===== src/rtl/snake_pkg.sv =====
// Shared types for the snake game: heading encoding, key bit positions and the
// reversal helper.
package snake_pkg;

  typedef enum logic [1:0] {
    RIGHT = 2'd0,
    DOWN  = 2'd1,
    UP    = 2'd2,
    LEFT  = 2'd3
  } dir_t;

  localparam int NUM_KEYS  = 4;
  localparam int KEY_RIGHT = 0;
  localparam int KEY_DOWN  = 1;
  localparam int KEY_UP    = 2;
  localparam int KEY_LEFT  = 3;

  // The encoding is chosen so that the reverse heading is the bitwise complement.
  function automatic dir_t opposite(input dir_t d);
    return dir_t'(~d);
  endfunction

endpackage


===== src/rtl/snake_dir_input_if.sv =====
// Turn/heading handshake between snake_dir_input (slave) and game_path (master).
interface snake_dir_input_if;
  import snake_pkg::*;

  logic game_rst;
  logic step_req;
  dir_t dir;
  logic turned;
  logic pend_valid;
  logic any_press;

  modport master (
    output game_rst, step_req,
    input  dir, turned, pend_valid, any_press
  );

  modport slave (
    input  game_rst, step_req,
    output dir, turned, pend_valid, any_press
  );

endinterface


===== src/rtl/key_debounce.sv =====
// One push-button: 2-flop synchronizer, stability counter, debounced level and a
// rise strobe that coincides with the edge at which the level goes high.
module key_debounce #(
  parameter int DEBOUNCE_CYCLES = 500_000,
  parameter int CNT_W           = $clog2(DEBOUNCE_CYCLES + 1)
) (
  input  logic clk,
  input  logic rst_n,
  input  logic key_n,
  output logic held,
  output logic rise
);

  localparam logic [CNT_W-1:0] CNT_MAX = CNT_W'(DEBOUNCE_CYCLES - 1);

  logic             sync1_reg;
  logic             sync2_reg;
  logic             stable_reg;
  logic [CNT_W-1:0] cnt_reg;
  logic             flip;

  assign flip = (sync2_reg != stable_reg) && (cnt_reg == CNT_MAX);
  // Combinational so the top level can act on the press at the same edge the
  // debounced level changes.
  assign rise = flip && !stable_reg;
  assign held = stable_reg;

  // Inversion happens ahead of the first flop so a reset value of 0 means released.
  always_ff @(posedge clk) begin
    if (!rst_n) begin
      sync1_reg  <= 1'b0;
      sync2_reg  <= 1'b0;
      stable_reg <= 1'b0;
      cnt_reg    <= '0;
    end else begin
      sync1_reg <= ~key_n;
      sync2_reg <= sync1_reg;
      if (sync2_reg == stable_reg) begin
        cnt_reg <= '0;
      end else if (flip) begin
        stable_reg <= ~stable_reg;
        cnt_reg    <= '0;
      end else begin
        cnt_reg <= cnt_reg + CNT_W'(1);
      end
    end
  end

endmodule


===== src/rtl/snake_dir_input.sv =====
// Player-input receiver: debounces KEY[3:0], filters presses into a single
// pending turn and commits it to the heading on each move step.
module snake_dir_input
  import snake_pkg::*;
#(
  parameter int DEBOUNCE_CYCLES = 500_000,
  parameter int CNT_W           = $clog2(DEBOUNCE_CYCLES + 1)
) (
  input  logic                clk,
  input  logic                rst_n,
  input  logic [NUM_KEYS-1:0] key_n,
  output logic [NUM_KEYS-1:0] held,
  snake_dir_input_if.slave    bus
);

  logic [NUM_KEYS-1:0] press;
  dir_t                press_dir;
  logic                press_any;
  logic                press_legal;

  dir_t dir_reg, dir_next;
  dir_t pend_dir_reg, pend_dir_next;
  logic pend_valid_reg, pend_valid_next;
  logic turned_reg, turned_next;
  logic any_press_reg;

  generate
    for (genvar gi = 0; gi < NUM_KEYS; gi++) begin : g_key
      key_debounce #(
        .DEBOUNCE_CYCLES(DEBOUNCE_CYCLES),
        .CNT_W          (CNT_W)
      ) u_debounce (
        .clk  (clk),
        .rst_n(rst_n),
        .key_n(key_n[gi]),
        .held (held[gi]),
        .rise (press[gi])
      );
    end
  endgenerate

  // Simultaneous presses resolve LEFT > UP > DOWN > RIGHT.
  always_comb begin
    press_any = |press;
    press_dir = RIGHT;
    if (press[KEY_LEFT])      press_dir = LEFT;
    else if (press[KEY_UP])   press_dir = UP;
    else if (press[KEY_DOWN]) press_dir = DOWN;
    else if (press[KEY_RIGHT]) press_dir = RIGHT;
    press_legal = press_any && (press_dir != dir_reg) && (press_dir != opposite(dir_reg));
  end

  always_comb begin
    dir_next        = dir_reg;
    pend_dir_next   = pend_dir_reg;
    pend_valid_next = pend_valid_reg;
    turned_next     = 1'b0;
    if (bus.game_rst) begin
      dir_next        = RIGHT;
      pend_dir_next   = RIGHT;
      pend_valid_next = 1'b0;
    end else if (bus.step_req) begin
      // A press landing on the step cycle beats the queued turn.
      if (press_legal) begin
        dir_next        = press_dir;
        pend_valid_next = 1'b0;
        turned_next     = 1'b1;
      end else if (pend_valid_reg) begin
        dir_next        = pend_dir_reg;
        pend_valid_next = 1'b0;
        turned_next     = 1'b1;
      end
    end else if (press_legal) begin
      pend_dir_next   = press_dir;
      pend_valid_next = 1'b1;
    end
  end

  always_ff @(posedge clk) begin
    if (!rst_n) begin
      dir_reg        <= RIGHT;
      pend_dir_reg   <= RIGHT;
      pend_valid_reg <= 1'b0;
      turned_reg     <= 1'b0;
      any_press_reg  <= 1'b0;
    end else begin
      dir_reg        <= dir_next;
      pend_dir_reg   <= pend_dir_next;
      pend_valid_reg <= pend_valid_next;
      turned_reg     <= turned_next;
      any_press_reg  <= press_any;
    end
  end

  assign bus.dir        = dir_reg;
  assign bus.turned     = turned_reg;
  assign bus.pend_valid = pend_valid_reg;
  assign bus.any_press  = any_press_reg;

endmodule


===== src/flat_wrapper.sv =====
// flat-port wrapper written by rule: the top's interface ports become plain ports
module snake_dir_input_flat import snake_pkg::*;
#(
  parameter int DEBOUNCE_CYCLES = 500_000,
  parameter int CNT_W           = $clog2(DEBOUNCE_CYCLES + 1)
)
  (clk, rst_n, key_n, held, bus_game_rst, bus_step_req, bus_dir, bus_turned, bus_pend_valid, bus_any_press);
  snake_dir_input_if bus_i ();
  input  logic clk;
  input  logic rst_n;
  input  logic [NUM_KEYS-1:0] key_n;
  output logic [NUM_KEYS-1:0] held;
  input wire logic [$bits(bus_i.game_rst)-1:0] bus_game_rst;
  input wire logic [$bits(bus_i.step_req)-1:0] bus_step_req;
  output wire logic [$bits(bus_i.dir)-1:0] bus_dir;
  output wire logic [$bits(bus_i.turned)-1:0] bus_turned;
  output wire logic [$bits(bus_i.pend_valid)-1:0] bus_pend_valid;
  output wire logic [$bits(bus_i.any_press)-1:0] bus_any_press;
  assign bus_i.game_rst = bus_game_rst;
  assign bus_i.step_req = bus_step_req;
  assign bus_dir = bus_i.dir;
  assign bus_turned = bus_i.turned;
  assign bus_pend_valid = bus_i.pend_valid;
  assign bus_any_press = bus_i.any_press;
  snake_dir_input #(.DEBOUNCE_CYCLES(DEBOUNCE_CYCLES), .CNT_W(CNT_W)) u_core (.clk(clk), .rst_n(rst_n), .key_n(key_n), .held(held), .bus(bus_i));
endmodule

===== config.mk =====
export PLATFORM = sky130hd
export DESIGN_NAME = snake_dir_input_flat
export DESIGN_NICKNAME = d
export VERILOG_FILES = /design/src/rtl/snake_pkg.sv /design/src/rtl/snake_dir_input_if.sv /design/src/rtl/key_debounce.sv /design/src/rtl/snake_dir_input.sv /design/src/flat_wrapper.sv
export SDC_FILE = /design/constraint.sdc
export NUM_CORES = 1
export LEC_CHECK = 0
export CAP_MARGIN = 20
export CORE_MARGIN = 1.5
export CORE_UTILIZATION = 50
export DETAILED_ROUTE_END_ITERATION = 10
export PLACE_DENSITY_LB_ADDON = 0.12
export SLEW_MARGIN = 30
export SYNTH_ARGS = -nofsm -noshare
export SYNTH_HDL_FRONTEND = slang
export SYNTH_SLANG_ARGS = --single-unit
export TNS_END_PERCENT = 100

===== constraint.sdc =====
create_clock -name clk -period 5.05 [get_ports clk]
set_input_delay 1.01 -clock clk [delete_from_list [all_inputs] [get_ports clk]]
set_output_delay 1.01 -clock clk [all_outputs]
set_load 0.1 [all_outputs]

==> flow_summary.toml <==
[global_routing]
gr-usage-met2_pct = 29.5
grt_pass1_wl_um = 13200
use_met3_pct = 5.74
met1_usage_pct = 23.1
grt.total_usage_pct = 18.2
antenna_found_initial = 0
grt_most_used_layer = "met2"
grt-ovfl-total = 0
grt_max_degree = 20
grt_pass1_vias = 3004

[pwr]
power_density_nw_per_um2 = 265
power_uw = 1250
vdd_ir_drop_max_v = 0.000162
leakagePower_uw = 0.00157

[route]
wl_per_cell_um = 12.4
drt_wl_total_um = 7580
drt-initial-drc-count = 72
vias = 3259
drc_errors = 0
drt_pre_antenna_iters = 4
detail-route-antenna-nets = 0
routed_via_density = 5.32

[timing]
period_share_pct = 58.7
rsz0062_at_grt = "false"
tightest_slew_ns = 0.974
max_slew_margin_pct = 34.8
finalSetupViolCount = 0
whs_ns = 0.437
fin_setup_tns_ns = 0
slew_viol_final = 0
max_freq_ghz = 0.338
period_minus_slack_ns = 2.96
fin_skew_ns = 0.00952
finalHoldViolations = 0

[clocking]
clock_latency_ns = 0.36
clkTransAtPathRegs_ns = 0.10
postCtsSetupBuffers = 0
cts_tree = "done"
clock_sinks = 95
cts_resized = 0
cts_buffers = 9
cts_root_buf = "clkbuf_8"
cts_buffer_depth = 2
cts_htree_levels = 3
ctsHoldBuffers = 0

[placement]
portBuffers = 16
gp_congestion = 0.835
post-dp-hpwl_um = 5440
place_area_um2 = 4520
post-place-cells = 597

[logic_synthesis]
synth_fp_nets = 498
postSynthAreaPerCell_um2 = 8.82
synthAdderAreaFrac_pct = 1.17
seq_area_frac_synth_pct = 44.4
synth_top_area_cell = "dfxtp_1"
yosys-top-cells-count = "95 x dfxtp_1, 95 x nor2_1, 51 x xor2_1"
yosys.area_share.simple_pct = 32.0
synthMuxAreaShare_pct = 1.17
synth-compound-area-share_pct = 4.52
syn_inst = 486
synth-edff-count = 0
synth_top_family_by_area = "simple AND/OR/NAND/NOR gates"
yosys_most_used_dff = "dfxtp_1"
ys_ff_latch = 95
synthXorXnorAreaFrac_pct = 14.7
ys_types = 53
syn_area_um2 = 4290
yosys_warnings = 0
synth_area_leaders = "dfxtp_1 44%, xor2_1 10%, nor2_1 8.3%"
ys_async_sr_fraction_pct = 0
synth_top_area_share_pct = 44.4

[worst_setup_path]
cp_top_family = "buffers and inverters"
cp_slowest_cell = "clkdlybuf4s50_1"
crit_type = "reg2out"
worstPathArrival_ns = 1.95
start_kind = "flop"
worstSetupEndpointType = "output pin"
worst-path-buf-inv = 1
critPathRequiredTime_ns = 4.04
crit_chain = "clkdlybuf4s50_1"
critical_path.max_fanout = 4
critical-path-max-stage-delay_ns = 1.17

[finish]
largest_reg_flops = 76
area_growth_pct = 9.87
stdcell_count = 613
drive_gt1_share_pct = 5.71
antennaDiodeCount = 0
fin_nets = 515
fin_area_um2 = 4710

[floorplanning]
die_h_um = 95.6
core_um2 = 8260
rows = 33
start_util_pct = 51.9
ios = 17
die_x_um = 95.6
die_area_um2 = 9140

[job]
cap_violations = 0

[worst_hold_path]
hold_path_class = "reg2reg"

[status]
status = "complete, no violations"
[logic make-up (layout without fill, tap and decap cells)]
group	after synthesis	in the layout
AOI/OAI and AO/OA	29	29
xor gates and xnor gates	72	72
adders and majority gates	4	4
buffers and inverters	19	41
DFF	95	95
muxes	5	5
and+or+nand+nor	262	262
[routing by layer]
layer / wire [um] / vias up
met5: 0 / -
met4: 30 / 0
met3: 208 / 2
met2: 3490 / 31
met1: 3860 / 1521
li1: - / 1705
[final timing paths]
| path | from | endpoint | slack (ns) | cells after the start |
|---|---|---|---|---|
| worst min register to register | u_core.g_key[2].u_debounce.sync1_reg$_SDFF_PN0_ | u_core.g_key[2].u_debounce.sync2_reg$_SDFF_PN0_ | 0.44 | 1 |
| worst min-delay path | u_core.g_key[2].u_debounce.sync1_reg$_SDFF_PN0_ | u_core.g_key[2].u_debounce.sync2_reg$_SDFF_PN0_ | 0.44 | 1 |
| worst max register to register | u_core.g_key[2].u_debounce.cnt_reg[10]$_SDFF_PP0_ | u_core.g_key[2].u_debounce.cnt_reg[17]$_SDFF_PP0_ | 2.69 | 5 |
| worst max-delay path | u_core.g_key[1].u_debounce.held$_SDFFE_PN0P_ | held[1] | 2.09 | 1 |
[final cells by class]
class / count / area, um^2
multi-input combinational: 372 / 2300
clock inverter: 7 / 62.6
fill: 776 / 3550
timing repair buffer: 16 / 160
inverter: 9 / 33.8
tap: 105 / 131
clock buffer: 9 / 124
sequential: 95 / 1900
[report_power, final]
| group | internal, uW | total (uW) | switching (uW) |
|---|---|---|---|
| combinational | 9.14 | 20.4 | 11.3 |
| sequential | 752 | 755 | 2.14 |
| clock | 190 | 473 | 283 |
[per-stage QoR]
| step | utilization [%] | setup WS [ns] |
|---|---|---|
| 2_1_floorplan | - | 2.84 |
| 3_3_place_gp | 54.8 | 2.28 |
| 3_5_place_dp | 54.8 | 2.19 |
| 4_1_cts | 57.0 | 2.08 |
| 5_1_grt | 57.0 | 2.02 |
| 6_report | 57.0 | 2.09 |
[placed cells by master (no fill, tap or decap), types with 6 or more instances in the layout]
| cell type | n |
|---|---|
| and3_1 | 16 |
| nor3_1 | 11 |
| xor2_1 | 51 |
| o21ai_0 | 6 |
| nand4_1 | 18 |
| inv_1 | 9 |
| nor2b_1 | 12 |
| nor2_1 | 95 |
| a21oi_1 | 7 |
| dfxtp_1 | 95 |
| nand2_1 | 34 |
| clkdlybuf4s50_1 | 16 |
| clkbuf_8 | 9 |
| nand3_1 | 28 |
| and4_1 | 6 |
| xnor2_1 | 21 |
Note: power is estimated with default switching activity, not from simulation.
